[config.mk]
export PLATFORM = sky130hd
export DESIGN_NAME = serial_addsub_ctrl
export DESIGN_NICKNAME = d
export VERILOG_FILES = /design/src/rtl/alu_pkg.sv /design/src/rtl/rc_adder.sv /design/src/rtl/serial_addsub_ctrl.sv
export SDC_FILE = /design/constraint.sdc
export NUM_CORES = 1
export LEC_CHECK = 0
export CAP_MARGIN = 10
export CORE_UTILIZATION = 54
export CTS_CLUSTER_DIAMETER = 80
export DETAILED_ROUTE_END_ITERATION = 8
export GPL_TIMING_DRIVEN = 0
export MAX_ROUTING_LAYER = met4
export PLACE_DENSITY = 0.87
export SETUP_SLACK_MARGIN = 0.3
export SYNTH_ARGS = -nofsm -noshare
export SYNTH_HDL_FRONTEND = slang
export SYNTH_HIERARCHICAL = 1
export SYNTH_SLANG_ARGS = --single-unit
[constraint.sdc]
create_clock -name clk -period 4.15 [get_ports clk]
set_clock_uncertainty 0.05 [all_clocks]
set_input_delay 0.83 -clock clk [delete_from_list [all_inputs] [get_ports clk]]
set_output_delay 0.83 -clock clk [all_outputs]
set_load 0.1 [all_outputs]
[src/rtl/alu_pkg.sv]
// alu_pkg: shared ALU types and constants for the serial add/sub sequencer and decoder
package alu_pkg;
  typedef enum logic [1:0] {IDLE, RUN, DONE} state_t;
  localparam int SLICE_W = 2;
  localparam logic ADD = 1'b0;
  localparam logic SUB = 1'b1;
endpackage

[src/rtl/rc_adder.sv]
// rc_adder: SLICE_W-bit ripple-carry add/sub slice, b inverted when mode is high
module rc_adder import alu_pkg::*; (
  input  logic [SLICE_W-1:0] a,
  input  logic [SLICE_W-1:0] b,
  input  logic               c_in,
  input  logic               mode,
  output logic [SLICE_W-1:0] sum,
  output logic               c_out
);
  assign {c_out, sum} = {1'b0, a} + {1'b0, b ^ {SLICE_W{mode}}} + {{SLICE_W{1'b0}}, c_in};
endmodule

[src/rtl/serial_addsub_ctrl.sv]
// serial_addsub_ctrl: sequences a WIDTH-bit add/sub through one rc_adder slice, LSB first
module serial_addsub_ctrl import alu_pkg::*; #(
  parameter int WIDTH = 8
) (
  input  logic             clk,
  input  logic             rst_n,
  input  logic             in_valid,
  output logic             in_ready,
  input  logic [WIDTH-1:0] a,
  input  logic [WIDTH-1:0] b,
  input  logic             mode,
  output logic             out_valid,
  input  logic             out_ready,
  output logic [WIDTH-1:0] result,
  output logic             c_out,
  output logic             ovf
);
  localparam int CW = $clog2(WIDTH / SLICE_W);
  localparam logic [CW-1:0] LAST = CW'(WIDTH / SLICE_W - 1);
  state_t state;
  logic [WIDTH-1:0] a_sh, b_sh;
  logic [CW-1:0] cnt;
  logic [SLICE_W-1:0] sum;
  logic mode_r, carry, a_msb, b_msb, slice_c;
  rc_adder u_slice (
    .a(a_sh[SLICE_W-1:0]),
    .b(b_sh[SLICE_W-1:0]),
    .c_in(carry),
    .mode(mode_r),
    .sum(sum),
    .c_out(slice_c)
  );
  assign c_out = carry;
  always_ff @(posedge clk) begin
    if (!rst_n) begin
      state     <= IDLE;
      in_ready  <= 1'b0;
      out_valid <= 1'b0;
      result    <= '0;
      carry     <= 1'b0;
      ovf       <= 1'b0;
      a_sh      <= '0;
      b_sh      <= '0;
      mode_r    <= 1'b0;
      a_msb     <= 1'b0;
      b_msb     <= 1'b0;
      cnt       <= '0;
    end else begin
      case (state)
        IDLE: begin
          in_ready <= 1'b1;
          if (in_valid && in_ready) begin
            a_sh     <= a;
            b_sh     <= b;
            mode_r   <= mode;
            a_msb    <= a[WIDTH-1];
            b_msb    <= b[WIDTH-1];
            carry    <= mode;
            cnt      <= '0;
            result   <= '0;
            ovf      <= 1'b0;
            in_ready <= 1'b0;
            state    <= RUN;
          end
        end
        RUN: begin
          result <= {sum, result[WIDTH-1:SLICE_W]};
          carry  <= slice_c;
          a_sh   <= a_sh >> SLICE_W;
          b_sh   <= b_sh >> SLICE_W;
          cnt    <= cnt + 1'b1;
          if (cnt == LAST) begin
            out_valid <= 1'b1;
            ovf       <= (a_msb == (b_msb ^ mode_r)) && (sum[SLICE_W-1] != a_msb);
            state     <= DONE;
          end
        end
        DONE: begin
          if (out_ready) begin
            out_valid <= 1'b0;
            in_ready  <= 1'b1;
            state     <= IDLE;
          end
        end
        default: state <= IDLE;
      endcase
    end
  end
endmodule

* After elaboration in Yosys (flattened, before gate mapping)
Cells that the tools add are included.
Storage, ports and cells: register bits 35, input port bits 21, word-level logic and storage cells 60
Operators by class: add/sub/neg operators 3, equality and inequality tests 8, multiplexer cells 23, bitwise logic cells 2, reduce and logical (&&, ||, !) cells 12
Operators with widths (number):
- 8-bit one-hot mux with 2 select lines | 3
- 8-bit two-way mux | 3
- 3-bit AND reduction | 3
- 2-bit two-way mux | 4
- 1-bit one-hot mux with 2 select lines | 4
- 1-bit two-way mux | 7
- 2-bit inequality test (second input constant) | 3
- 2-bit one-hot mux with 3 select lines | 1
- 2-bit AND reduction | 3
- 2-bit nonzero test | 3
- 2-bit equality test (second input constant) | 2
- 2-bit one-hot mux with 2 select lines | 1
- 2-bit by 2-bit adder with 3-bit output | 1
- 3-bit by 1-bit adder with 3-bit output | 1
- 2-bit by 1-bit adder with 2-bit output (second input constant) | 1
- 2-bit by 1-bit equality test with 1-bit output (second input constant) | 1
- 1-bit logical AND | 2
- 2-bit zero test | 1
- 2-bit bitwise XOR | 1
- 1-bit equality test | 1
- 1-bit inequality test | 1
- 1-bit bitwise XOR | 1

* Logic depth before layout (Yosys ltp)
Gate-level depths: netlist of run 1.
depth after elaboration 7, gate-level depth with buffers 6

* Hierarchy
The synthesis of run 1 kept the hierarchy.
By module, submodules not included:
- serial_addsub_ctrl | instances 1, cells an instance 168, area an instance 1606.5 µm², sequential area each 700.7 µm²
- rc_adder | instances 1, cells an instance 4, area an instance 57.6 µm², sequential area each 0.0 µm²

* Least setup slack after synthesis of run 1
No wires, ideal clock.
path type register to register, start point register carry (netlist: c_out), end point register ovf, library setup time 0.116 ns, arrival 2.096 ns, setup slack 1.888 ns, stages on the path, launching flop included 6, clock period less this slack 2.262 ns, cells stage by stage dfxtp_1 > fa_1 > fa_1 > nand2b_1 > mux2i_1 > a41o_1
Between the ends: word-level cells in the longest chain between the ends 5
RTL lines:
- start: declaration | RTL line serial_addsub_ctrl.sv:24 | logic mode_r, carry, a_msb, b_msb, slice_c;
- start signal: assignment | RTL line serial_addsub_ctrl.sv:58 | carry <= mode;
- start signal: assignment | RTL line serial_addsub_ctrl.sv:68 | carry <= slice_c;
- 3-bit by 1-bit adder with 3-bit output | RTL line rc_adder.sv:10 | assign {c_out, sum} = {1'b0, a} + {1'b0, b ^ {SLICE_W{mode}}} + {{SLICE_W{1'b0}}, c_in};
- named net sum[1] | RTL line serial_addsub_ctrl.sv:23 | logic [SLICE_W-1:0] sum;
- 1-bit inequality test | RTL line serial_addsub_ctrl.sv:74 | ovf <= (a_msb == (b_msb ^ mode_r)) && (sum[SLICE_W-1] != a_msb);
- 1-bit logical AND | RTL line serial_addsub_ctrl.sv:74
- 1-bit two-way mux | RTL line serial_addsub_ctrl.sv:72 | if (cnt == LAST) begin
- 1-bit one-hot mux with 2 select lines | RTL line serial_addsub_ctrl.sv:49 | case (state)
- end signal: assignment | RTL line serial_addsub_ctrl.sv:74
- end: declaration | RTL line serial_addsub_ctrl.sv:16 | output logic ovf
The timed path passes the listed nets, and every way through them passes these cells. The select of a mux whose other input is x is not followed. A chain may end at the register's enable or synchronous reset.

* Final worst setup path of run 1
start point register in_ready, end point output in_ready
RTL lines:
- start: declaration | RTL line serial_addsub_ctrl.sv:8 | output logic in_ready,
- start signal: assignment | RTL line serial_addsub_ctrl.sv:37 | in_ready <= 1'b0;
- start signal: assignment | RTL line serial_addsub_ctrl.sv:51 | in_ready <= 1'b1;
- start signal: assignment | RTL line serial_addsub_ctrl.sv:62 | in_ready <= 1'b0;
No word-level cell between the ends.

==> results of run 1 <==
[worst min-delay path: stages (launching register included)]
cell	delay, ns
dfxtp_1	0.34
nand2_1	0.06
a21oi_1	0.05
[cells in the final DEF, fill, tap and decap left out, types with 2 or more instances in the layout]
cell type / synthesis / final
mux2_4: 7 / 7
o21bai_1: 12 / 12
clkbuf_1: 11 / 11
a21oi_1: 20 / 20
nand2b_1: 2 / 2
clkdlybuf4s50_1: 0 / 31
inv_1: 2 / 2
a211oi_1: 2 / 2
buf_2: 2 / 2
clkbuf_4: 0 / 5
nor2b_1: 2 / 2
o21ai_0: 14 / 14
nand2_1: 21 / 21
nor2_1: 3 / 3
o311a_1: 12 / 12
dfxtp_1: 35 / 35
xor2_1: 2 / 2
buf_6: 2 / 2
fa_1: 2 / 2
nand3_1: 2 / 2
mux2_2: 5 / 5
[through the flow]
| step | area [µm²] | total power, mW |
|---|---|---|
| global placement | 2013 | 0.5419 |
| CTS | 2095 | 0.7948 |
| finish | 2095 | 0.7944 |
| detailed placement | 2013 | 0.5495 |
| floorplan | 1664 | 0.4976 |
| global route | 2095 | 0.8244 |
[state kept, by name, indices dropped and copies added (netlist names)]
register / count
in_ready: 1
c_out: 1
state: 2
a_sh: 8
result: 8
cnt: 2
mode_r: 1
out_valid: 1
a_msb: 1
b_msb: 1
ovf: 1
b_sh: 8
[cells in the mapped netlist (2+ instances only)]
| library cell | instances |
|---|---|
| buf_6 | 2 |
| clkbuf_1 | 11 |
| a21oi_1 | 20 |
| buf_2 | 2 |
| mux2_4 | 7 |
| nand2_1 | 21 |
| nor2b_1 | 2 |
| o21bai_1 | 12 |
| fa_1 | 2 |
| xor2_1 | 2 |
| inv_1 | 2 |
| nand2b_1 | 2 |
| dfxtp_1 | 35 |
| mux2_2 | 5 |
| a211oi_1 | 2 |
| o21ai_0 | 14 |
| nand3_1 | 2 |
| o311a_1 | 12 |
| nor2_1 | 3 |
[final timing paths]
path | to | cells past startpoint | slack, ns | from
min reg2reg | result[1]$_SDFFE_PN0P_ | 2 | 0.43 | result[3]$_SDFFE_PN0P_
max reg2reg | ovf$_SDFFE_PN0P_ | 6 | 2.07 | mode_r$_SDFFE_PN0P_
min | result[1]$_SDFFE_PN0P_ | 2 | 0.43 | result[3]$_SDFFE_PN0P_
max | in_ready | 1 | 1.32 | in_ready$_SDFFE_PN0P_
[final cells by class]
type / count / area, µm² / area share
buffer: 16 / 88.84 / 0.04241
inverter: 2 / 7.507 / 0.003584
multi-input combinational: 119 / 867.1 / 0.4140
clock buffer: 5 / 37.54 / 0.01792
tap: 31 / 38.79 / 0.01852
sequential: 35 / 700.7 / 0.3345
clock inverter: 3 / 43.79 / 0.02091
timing repair buffer: 31 / 310.3 / 0.1481
[routing by layer]
| metal | up-vias | GRT usage | part of all wire |
|---|---|---|---|
| met1 | 701 | 0.3476 | 0.44 |
| li1 | 698 | - | - |
| met5 | - | - | 0 |
| met3 | 6 | 0.06803 | 0.057 |
| met2 | 47 | 0.4186 | 0.48 |
| met4 | 0 | 0.1045 | 0.017 |
[power groups by stage]
| stage | Clock, mW | Sequential (mW) | Combinational [mW] |
|---|---|---|---|
| floorplan | 0 | 0.398 | 0.0991 |
| global placement | 0 | 0.378 | 0.164 |
| detailed placement | 0 | 0.380 | 0.169 |
| CTS | 0.252 | 0.373 | 0.170 |
| global route | 0.264 | 0.376 | 0.184 |
| finish | 0.251 | 0.373 | 0.171 |
[cell families (layout without fill, tap and decap cells)]
group           after synthesis  count (layout)  synth area share
xor+xnor                      3               3           0.01579
compound gates               64              64            0.2594
simple gates                 36              36            0.1113
mux                          13              13            0.1030
buf+inv                      18              57           0.05789
fa+ha+maj                     3               3           0.03158
flops                        35              35            0.4211
==> run summary, run 1 <==
status - finished with violations
failing checks - design-rule violations
vias per cell - 6.000
final number of hold-violating endpoints - 0
RePlAce Congestion - 0.8120
final core occ - 0.7404
Initial Util - 0.5882
setup_tns - 0 ns
CP arrival - 1.95 ns
Worst Path Max Fanout - 6
async set-or-reset flop fraction in the synthesized netlist - 0
non-filler cells, final - 242
CTS Buf Count - 5
data required time of the critical path - 3.27 ns
RSZ-0062 raised after global routing - no
hold crit path type - register to register
initial antenna violation count - 0
yosys warns - 6
area grow syn2layout - 25.86%
clock power share - 0.316
Site Rows - 19
n_diodes - 0
Top FF cell, synth - dfxtp_1
WP buf/inv - 1
CTS resizes - 0
PwrDens - 379.3 nW/µm²
Die Width - 57.51 µm
worst path cell trace - clkdlybuf4s50_1
Setup crit start kind - register
Clock Latency Late Sink - 0.36 ns
sequential fraction of the synthesis area - 0.4211
# H-tree levels - 2
Filler Cell Count - 209
CP peak stage delay - 1.17 ns
Post-synth EDFFs - 0
switching pwr - 229.1 µW
Chip Height - 57.51 µm
Syn Nets - 196
HPWL Detailed - 2701 µm
CTS tree - yes
CTS sink count - 35
mean post-synth cell area - 9.675 µm²
post-synth top area share - 0.4211
DRC viols - 3
final setup violation count - 0
Net Sw Frac - 0.2884
Distinct cells, synth - 33
DRT iter0 DRCs - 89
final hold slack - 0.4308 ns
leading area contributor after synthesis - dfxtp_1
DRT Wirelength - 3883 µm
synthesized flop and latch total - 35
Top delay family on crit path - buffers and inverters
clock buffer depth - 2
DRT antenna net count - 0
post-synthesis cell count - 172
Internal Power - 565.4 µW
largest net degree at the start of global routing - 13
Post-CTS Setup Inserts - 0
die footprint - 3307 µm²
CTS hold repair buffers - 0
gr usage total - 0.2735
drt pass-1 iters - 6
routed length per instance - 16.05 µm
Cells after DPL - 234
critical path capture point type - primary output
largest cells by area after synthesis - dfxtp_1 42%, o311a_1 7.2%, mux2_4 6.3%, a21oi_1 6.0%, o21bai_1 5.4%
IO buf count - 31
Post-layout nets - 234
Setup CP Type - register to primary output
clock transition at the registers of the reported paths - 0.11 ns
Max Fclk - 352.9 MHz
vias - 1,452
global-route wire length before repair - 6589 µm
Leak Pwr - 0.8267 nW
Final Max Tran Viols - 0
final setup margin - 1.317 ns
fraction of layout cells with a size suffix above 1 - 0.1327
Mapped Area - 1664 µm²
slowest CP cell - clkdlybuf4s50_1
grt total ovfl - 0
Final Critical Period - 2.833 ns
relative slew slack - 0.3491
number of global-route vias before repair - 1,397
Setup Slack @ Placement - 1.590 ns
worst slew pin tran - 0.9733 ns
Logic pwr share - 0.215
I/O pin total - 33
sequential share of power - 0.469
clock root buffer master - clkbuf_4
worst vdd ir - 0.2739 mV
max_cap viols - 0
fin crit share - 0.6827
Core ar. - 2829 µm²
No activity file was read; power rests on OpenSTA's default activity.
==> run 2, diff against run 1 <==
- CORE_UTILIZATION: 54 -> 51
- PLACE_DENSITY: 0.87 -> 0.83
- clock period: 4.15 -> 2.95 ns (I/O delays scaled with it)
==> run summary, run 2 (same netlist as run 1, synthesis figures left out) <==
Chip Height - 59.12 µm (+2.8%)
status - finished clean
reg-to-reg setup timing slack - 0.88 ns (-1.19 ns)
area grow syn2layout - 24.96%
drt pass-1 iters - 4 (-2)
IO buf count - 31 (unchanged)
instance count on the critical path - 1 (unchanged)
max_cap viols - 0 (unchanged)
Final Critical Period - 2.581 ns
Worst Path Max Fanout - 6 (unchanged)
DRT antenna net count - 0 (unchanged)
Hold Crit Depth - 2 (unchanged)
final setup violation count - 0 (unchanged)
Setup Slack @ Placement - 0.6448 ns (-0.9456 ns)
CP arrival - 1.94 ns (about the same)
fraction of layout cells with a size suffix above 1 - 0.1232 (-0.009479)
RSZ-0062 raised after global routing - no
Post-CTS Setup Inserts - 0 (unchanged)
fin crit share - 0.8750
Leak Pwr - 0.8108 nW (-1.9%)
# H-tree levels - 2 (unchanged)
most frequent cells in the layout - 35 x dfxtp_1, 31 x clkdlybuf4s50_1, 21 x nand2_1
Max Fclk - 387.4 MHz
Initial Util - 0.5407 (-0.04758)
CTS resizes - 0 (unchanged)
PwrDens - 483.0 nW/µm² (+27%)
RePlAce Congestion - 0.7563 (-6.9%)
Setup CP Type - register to primary output
Clock Latency Late Sink - 0.33 ns (-0.03 ns)
gr usage total - 0.2510 (-0.02258)
DRT Wirelength - 3775 µm (-2.8%)
HPWL Detailed - 2763 µm (+2.3%)
top flop regs - a_sh: 8 flops, b_sh: 8 flops, result: 8 flops
vias - 1,445 (-0.48%)
DRC viols - 0 (-3)
I/O pin total - 33 (unchanged)
grt total ovfl - 0 (unchanged)
Setup crit start kind - register
Top delay family on crit path - buffers and inverters
clock buffer depth - 2 (unchanged)
worst vdd ir - 0.3169 mV (+16%)
critical path capture point - in_ready
clock transition at the registers of the reported paths - 0.10 ns (about the same)
relative slew slack - 0.3531 (+0.004056)
Site Rows - 20 (+1)
critical path capture point type - primary output
Core ar. - 3078 µm² (+8.8%)
Crit Reg-Reg Endpoint - ovf$_SDFFE_PN0P_
WP buf/inv - 1 (unchanged)
CTS sink count - 35 (unchanged)
Filler Cell Count - 258 (+23%)
setup_tns - 0 ns (unchanged)
worst slew pin tran - 0.9673 ns (-0.006064 ns)
final setup margin - 0.3687 ns (-0.9480 ns)
vias per cell - 5.667 (-5.6%)
final instance area - 2079 µm² (-0.72%)
Final Max Tran Viols - 0 (unchanged)
CTS Buf Count - 5 (unchanged)
worst setup path start - in_ready$_SDFFE_PN0P_
hold crit path type - register to register
n_diodes - 0 (unchanged)
placed instance area - 2029 µm² (+0.81%)
Die Width - 59.12 µm (+2.8%)
clock root buffer master - clkbuf_4
largest net degree at the start of global routing - 11 (-2)
data required time of the critical path - 2.31 ns (-0.96 ns)
final number of hold-violating endpoints - 0 (unchanged)
Reg-to-Reg Start - mode_r$_SDFFE_PN0P_
global-route wire length before repair - 6334 µm (-3.9%)
worst path cell trace - clkdlybuf4s50_1
Post-layout nets - 234 (unchanged)
CTS tree - yes
routed length per instance - 14.80 µm (-7.7%)
slowest CP cell - clkdlybuf4s50_1
DRT iter0 DRCs - 74 (-17%)
initial antenna violation count - 0 (unchanged)
die footprint - 3495 µm² (+5.7%)
number of global-route vias before repair - 1,385 (-0.86%)
CP peak stage delay - 1.17 ns (about the same)
CTS hold repair buffers - 0 (unchanged)
r2r worst-path depth - 6 (unchanged)
commonest non-fill, non-tap cell in the layout - dfxtp_1
run 2: cell count changes in the layout (fill, tap and decap cells not counted), sizes merged:
| cell | delta |
|---|---|
| clkinv | -1 |
| bufinv | -1 |
| clkbuf | +2 |
run 2: how the worst min path moves through the flow:
stage                                start                     end
CTS                 result[7]$_SDFFE_PN0P_  result[5]$_SDFFE_PN0P_
finish              out_valid$_SDFFE_PN0P_  out_valid$_SDFFE_PN0P_
global placement    result[4]$_SDFFE_PN0P_  result[2]$_SDFFE_PN0P_
floorplan              cnt[0]$_SDFFE_PN0P_     cnt[0]$_SDFFE_PN0P_
global route        result[7]$_SDFFE_PN0P_  result[5]$_SDFFE_PN0P_
detailed placement     cnt[0]$_SDFFE_PN0P_     cnt[0]$_SDFFE_PN0P_
run 2: per-stage QoR:
stage / std cells / hold slack, ns / utilization / power, mW
finish: 255 / 0.4263 / 0.6756 / 1.004
detailed placement: 247 / 0.4135 / 0.6594 / 0.7715
floorplan: 172 / 0.3935 / - / 0.7000
global placement: 247 / 0.3984 / 0.6594 / 0.7620
global route: 255 / 0.4457 / 0.6756 / 1.057
CTS: 255 / 0.4317 / 0.6756 / 1.008
run 2: per-layer routing:
layer / wire, µm / track usage / vias up
met2: 1771 / 0.3815 / 45
li1: - / - / 701
met3: 225 / 0.04148 / 11
met1: 1693 / 0.3329 / 688
met4: 85 / 0.1020 / 0
met5: 0 / - / -
run 2: cell type report:
class                           instances  area [µm²]  share of cell area
Clock buffer                            7       45.04             0.02166
Sequential cell                        35       700.7              0.3369
Buffer                                 16       88.84             0.04272
Multi-Input combinational cell        119       867.1              0.4170
Tap cell                               44       55.05             0.02647
Clock inverter                          1       5.005            0.002407
Inverter                                2       7.507            0.003610
Timing Repair Buffer                   31       310.3              0.1492
run 2: report_power, final:
group | leakage, nW | internal [mW] | switching, mW
clock network | 0.0293 | 0.0928 | 0.151
logic | 0.496 | 0.113 | 0.124
registers | 0.286 | 0.504 | 0.0200
